--- src/rtl/grid_scanout.sv ---
// Character-cell bitmap scan-out: raster counters plus per-frame grid snapshot,
// emitting one registered pixel per clock with line/frame strobes.
module grid_scanout #(
    parameter int unsigned GRID_ROWS  = 30,
    parameter int unsigned GRID_COLS  = 40,
    parameter int unsigned CELL_SHIFT = 3,
    parameter int unsigned H_TOTAL    = 400,
    parameter int unsigned V_TOTAL    = 262,
    parameter int unsigned H_START    = 40,
    parameter int unsigned V_START    = 10,
    parameter logic [23:0] FG_COLOR   = 24'hFFFFFF,
    parameter logic [23:0] BG_COLOR   = 24'h000000
) (
    input  logic                           clk,
    input  logic                           reset_n,
    input  logic [GRID_ROWS*GRID_COLS-1:0] grid_ram,
    output logic [23:0]                    video_rgb,
    output logic                           video_de,
    output logic                           video_hs,
    output logic                           video_vs,
    output logic [15:0]                    frame_count
);

    localparam int unsigned H_ACTIVE = GRID_COLS << CELL_SHIFT;
    localparam int unsigned V_ACTIVE = GRID_ROWS << CELL_SHIFT;
    localparam int unsigned N_CELLS  = GRID_ROWS * GRID_COLS;
    localparam int unsigned HW       = (H_TOTAL > 1) ? $clog2(H_TOTAL) : 1;
    localparam int unsigned VW       = (V_TOTAL > 1) ? $clog2(V_TOTAL) : 1;
    localparam int unsigned HCW      = HW + 1;
    localparam int unsigned VCW      = VW + 1;
    localparam int unsigned IW       = (N_CELLS > 1) ? $clog2(N_CELLS) : 1;

    logic [HW-1:0]      h_cnt_q, h_cnt_d;
    logic [VW-1:0]      v_cnt_q, v_cnt_d;
    logic [N_CELLS-1:0] shadow_q, shadow_d;
    logic [15:0]        frame_count_q, frame_count_d;
    logic [23:0]        rgb_q, rgb_d;
    logic               de_q, de_d;
    logic               hs_q, hs_d;
    logic               vs_q, vs_d;

    logic               h_wrap, v_wrap, frame_start;
    logic               h_act, v_act, active;
    logic [HW-1:0]      h_off, col;
    logic [VW-1:0]      v_off, row;
    logic [IW-1:0]      cell_idx;

    // Raster counters, frame counter and snapshot capture
    always_comb begin
        h_wrap        = (h_cnt_q == HW'(H_TOTAL - 1));
        v_wrap        = (v_cnt_q == VW'(V_TOTAL - 1));
        frame_start   = (h_cnt_q == '0) && (v_cnt_q == '0);
        h_cnt_d       = h_wrap ? '0 : h_cnt_q + HW'(1);
        v_cnt_d       = v_cnt_q;
        if (h_wrap) begin
            v_cnt_d = v_wrap ? '0 : v_cnt_q + VW'(1);
        end
        frame_count_d = frame_count_q;
        if (h_wrap && v_wrap) begin
            frame_count_d = frame_count_q + 16'd1;
        end
        shadow_d      = frame_start ? grid_ram : shadow_q;
    end

    // Pixel generation; the cell index is only formed for active states so it stays in range
    always_comb begin
        h_act    = ({1'b0, h_cnt_q} >= HCW'(H_START)) &&
                   ({1'b0, h_cnt_q} <  HCW'(H_START + H_ACTIVE));
        v_act    = ({1'b0, v_cnt_q} >= VCW'(V_START)) &&
                   ({1'b0, v_cnt_q} <  VCW'(V_START + V_ACTIVE));
        active   = h_act && v_act;
        h_off    = h_cnt_q - HW'(H_START);
        v_off    = v_cnt_q - VW'(V_START);
        col      = h_off >> CELL_SHIFT;
        row      = v_off >> CELL_SHIFT;
        cell_idx = '0;
        if (active) begin
            cell_idx = IW'(row) * IW'(GRID_COLS) + IW'(col);
        end
        rgb_d = 24'h000000;
        if (active) begin
            rgb_d = shadow_d[cell_idx] ? FG_COLOR : BG_COLOR;
        end
        de_d = active;
        hs_d = (h_cnt_q == '0);
        vs_d = frame_start;
    end

    always_ff @(posedge clk or negedge reset_n) begin
        if (!reset_n) begin
            h_cnt_q       <= '0;
            v_cnt_q       <= '0;
            shadow_q      <= '0;
            frame_count_q <= '0;
            rgb_q         <= '0;
            de_q          <= 1'b0;
            hs_q          <= 1'b0;
            vs_q          <= 1'b0;
        end else begin
            h_cnt_q       <= h_cnt_d;
            v_cnt_q       <= v_cnt_d;
            shadow_q      <= shadow_d;
            frame_count_q <= frame_count_d;
            rgb_q         <= rgb_d;
            de_q          <= de_d;
            hs_q          <= hs_d;
            vs_q          <= vs_d;
        end
    end

    assign video_rgb   = rgb_q;
    assign video_de    = de_q;
    assign video_hs    = hs_q;
    assign video_vs    = vs_q;
    assign frame_count = frame_count_q;

endmodule
--- config.mk ---
export PLATFORM = sky130hd
export DESIGN_NAME = grid_scanout
export DESIGN_NICKNAME = d
export VERILOG_FILES = /design/src/rtl/grid_scanout.sv
export SDC_FILE = /design/constraint.sdc
export NUM_CORES = 2
export LEC_CHECK = 0
export BUFFER_PORTS_ARGS = -buffer_cell sky130_fd_sc_hd__buf_2
export CAP_MARGIN = 20
export CORE_AREA = 5 5 479 481
export DETAILED_ROUTE_END_ITERATION = 12
export DIE_AREA = 0 0 484 486
export PLACE_DENSITY_LB_ADDON = 0.08
export SETUP_SLACK_MARGIN = 0.02
export SLEW_MARGIN = 25
export SYNTH_ARGS = -nofsm -noshare
export SYNTH_HDL_FRONTEND = slang
export SYNTH_SLANG_ARGS = --single-unit
--- constraint.sdc ---
create_clock -name clk -period 5.11 [get_ports clk]
set_input_delay 0.2555 -clock clk [delete_from_list [all_inputs] [get_ports clk]]
set_output_delay 0.2555 -clock clk [all_outputs]
set_load 0.01 [all_outputs]
==> qor.csv <==
metric,value,unit
run status,"finished, final reports clean",
First DRT Iteration DRCs,5169,
core area,0.224,mm2
multi-input gate area in the final layout,0.0259,mm2
reg2reg path depth,14,
hpwl dp,281000,um
residual DRC count,0,
Hold Fails Final Rpt,0,
area growth from synthesis to layout,47.3,%
R2R Setup Slk,0.18,ns
Min-Delay Path Class,input port to asynchronous set/reset pin,
Max Cap Violations,0,
main combinational cell family by area after synthesis,simple AND/OR/NAND/NOR gates,
arrival time at the worst endpoint,5.64,ns
gpl congestion,0.883,
worst-skew pair later-pin latency,0.84,ns
Global Route Usage Sum,30.6,%
Peak VDD IR,0.351,mV
Cell Pwr Density,280,mW/mm2
Routed Antenna Nets,0,
die width,484,um
Vias,63200,
Layout Nets,10900,
"Core Util, Final",38.8,%
Sequential Area,0.0310,mm2
H-tree depth,4,
"Seq/Total Area, Yosys",52.4,%
fin cells,12800,
worst r2r dst,video_rgb[19],
first-pass GRT wire length,512000,um
number of I/O pins,1245,
Min Hold Slack,0.0180,ns
Async SR Flop Fraction,100,%
share of layout cells above drive strength 1,19.3,%
drt wl/cell,29.0,um
DIE HEIGHT,486,um
"Reg clk slew, reported paths",0.07,ns
Leak,42.7,nW
clk root buf,clkbuf_16,
Post-Synthesis Cells,7264,
Setup crit start kind,flip-flop,
Synth Area in Compound Gates,9.12,%
vias in the first global route,64700,
unrepaired setup endpoints after global routing,no,
Final Total Pwr,0.0244,W
Synth Area in Simple Gates,30.7,%
Fmax,0.203,GHz
mux share of post-synthesis cell area,2.38,%
Ys Warns,0,
xor/xnor cell area share of the yosys netlist,0.637,%
post-layout minimum cycle time,4.93,ns
I/O Buffers,1244,
Worst-Margin Slew,1.10,ns
"Cell Area, Synth",0.0591,mm2
die area,0.235,mm2
CP Capture Type,flip-flop,
fillers,23100,
Detailed Routing Iterations Pass 1,6,
number of flops mapped to enable cells by yosys,0,
Clock Skews,0.0402,ns
CP required,5.83,ns
syn_nets,8488,
"Top FF cell, synth",dfrtp_1,
"Setup violations, final",0,
clk buf depth,3,
Yosys reg bits,1238,
post-synthesis adder-cell area fraction,0.491,%
Final period util,96.4,%
r2r startpoint,h_cnt_q[4],
largest net degree at the start of global routing,160,
post-synthesis cell type count,76,
relative slew slack,26.2,%
Cell Count Post-Placement,11300,
Routed WL,370000,um
initial antenna violation count,72,
Initial Util,26.4,%
"critical path fanouts, max",11,
Final Max Tran Viols,0,
vias per inst,4.95,
TritonCTS clock tree,yes,
gr ovfl total,0,
critical path type,flip-flop to flip-flop,
Syn Area/Cell,8.14,um2
Clock Sinks,1238,
CTS buffer count,157,
Rows,174,
-- area by class of cell --
class	count	area share [%]
Antenna cell	42	0.121
Tap cell	2992	4.30
Clock buffer	232	5.19
Multi-Input combinational cell	5477	29.7
Sequential cell	1238	35.6
Timing Repair Buffer	2725	24.3
Clock inverter	39	0.636
Inverter	37	0.190
-- sequential cells by signal, indices dropped and copies added, names as in the netlist --
signal       cells
shadow_q      1200
frame_count     16
h_cnt_q          9
v_cnt_q          9
video_de         1
video_hs         1
video_rgb        1
video_vs         1
-- where the power goes --
part           internal, W  leakage, nW  total, W  switching [W]
logic              0.00126         25.7   0.00274        0.00147
registers           0.0103         14.5    0.0104       0.000124
clock network      0.00645         2.48    0.0112        0.00476
total               0.0180         42.7    0.0244        0.00636
-- synth_stat cells, types with 6 or more instances --
cell type | instances | area [um2]
a211oi_1 | 14 | 105
and4_1 | 10 | 87.6
o22ai_1 | 22 | 138
o21ai_0 | 146 | 731
dfrtp_1 | 1238 | 31000
a21oi_1 | 230 | 1150
or4_1 | 9 | 67.6
o31ai_1 | 6 | 45.0
o311ai_0 | 7 | 61.3
a21o_1 | 8 | 60.1
buf_4 | 28 | 210
o211a_1 | 22 | 220
nor3_1 | 35 | 175
clkbuf_1 | 175 | 657
xor2_1 | 19 | 166
nor2_1 | 76 | 285
o21ai_1 | 6 | 30.0
nand4_1 | 35 | 219
nor4_1 | 25 | 156
xnor2_1 | 24 | 210
and3_1 | 13 | 81.3
o2111ai_1 | 9 | 78.8
o221ai_1 | 7 | 61.3
nand2b_1 | 17 | 106
ha_1 | 20 | 250
nand2_1 | 3566 | 13400
a311oi_1 | 6 | 52.6
mux2i_1 | 26 | 260
buf_1 | 68 | 255
inv_1 | 34 | 128
mux4_2 | 32 | 721
nand3_1 | 662 | 3310
or3_1 | 6 | 37.5
buf_6 | 11 | 124
o211ai_1 | 277 | 2080
and2_1 | 14 | 87.6
a31oi_1 | 24 | 150
buf_2 | 229 | 1150
mux2_2 | 38 | 428
-- metrics by stage --
step,setup TNS [ns],setup slack [ns],cell area [um2]
after floorplan,0,1.00,59100
after global placement,-0.494,-0.494,69800
after detailed placement,-0.450,-0.450,69800
after CTS,0,0.0530,86900
after global routing,0,0.0206,87100
final,0,0.184,87100
-- metal layers --
| layer | part of all wire [%] | vias to the layer above | global-route usage [%] |
|---|---|---|---|
| li1 | - | 28800 | - |
| met1 | 43 | 31400 | 40.0 |
| met2 | 47 | 2399 | 50.3 |
| met3 | 5.0 | 661 | 4.52 |
| met4 | 5.0 | 6 | 13.7 |
| met5 | 0.0076 | - | 0 |
-- worst max-delay path, stage by stage (launching register included) --
cell	delay [ns]
dfrtp_1	0.48
o21ai_0	0.34
xor2_1	0.14
ha_1	0.25
fa_4	0.88
buf_4	0.38
and3_2	0.82
nand3_1	0.48
nand4_1	0.28
o31ai_1	0.10
buf_4	0.15
o22ai_1	0.20
nand3_2	0.10
o211ai_2	0.08
a32oi_1	0.10
-- how the worst max path moves through the flow --
| stage | cells past startpoint | slack (ns) | to | startpoint |
|---|---|---|---|---|
| after floorplan | 17 | 1.00 | video_rgb[19] | v_cnt_q[2] |
| after global placement | 19 | -0.49 | video_rgb[19] | v_cnt_q[1] |
| after detailed placement | 19 | -0.45 | video_rgb[19] | v_cnt_q[1] |
| after CTS | 13 | 0.05 | video_rgb[19] | v_cnt_q[7] |
| after global routing | 19 | 0.02 | video_rgb[19] | v_cnt_q[1] |
| final | 14 | 0.18 | video_rgb[19] | h_cnt_q[4] |
-- kinds of logic (layout without fill, tap and decap cells) --
family	after synthesis	count (layout)
flops	1238	1238
simple gates	4485	4485
compound gates	831	831
xor+xnor	43	43
buf+inv	549	3033
other cells	0	42
fa+ha+maj	22	22
mux	96	96
-- placed cells by master, fill, tap and decap left out, types with 26 or more instances in the layout --
cell type,netlist,final
buf_12,0,64
nor2_1,76,65
buf_2,229,1243
nand2_1,3566,3559
dfrtp_1,1238,1237
buf_4,28,216
nor3_1,35,35
dlygate4sd3_1,0,1201
clkbuf_8,0,31
nand4_1,35,35
clkbuf_16,0,157
o21ai_0,146,140
diode_2,0,42
inv_1,34,34
a21oi_1,230,228
mux2_2,38,38
mux4_2,32,32
mux2i_1,26,26
nand3_1,662,661
clkbuf_1,175,44
o211ai_1,277,277
-- repair_timing --
item	4_1_cts	5_1_grt
hold endpoints to repair	1418	0
buffers inserted	0	6
endpoints found under the setup margin	1	1
gates resized for setup	4	2
pin swaps	0	1
hold buffers	1201	0
cloned	0	0
(Power assumes the default switching activity.)
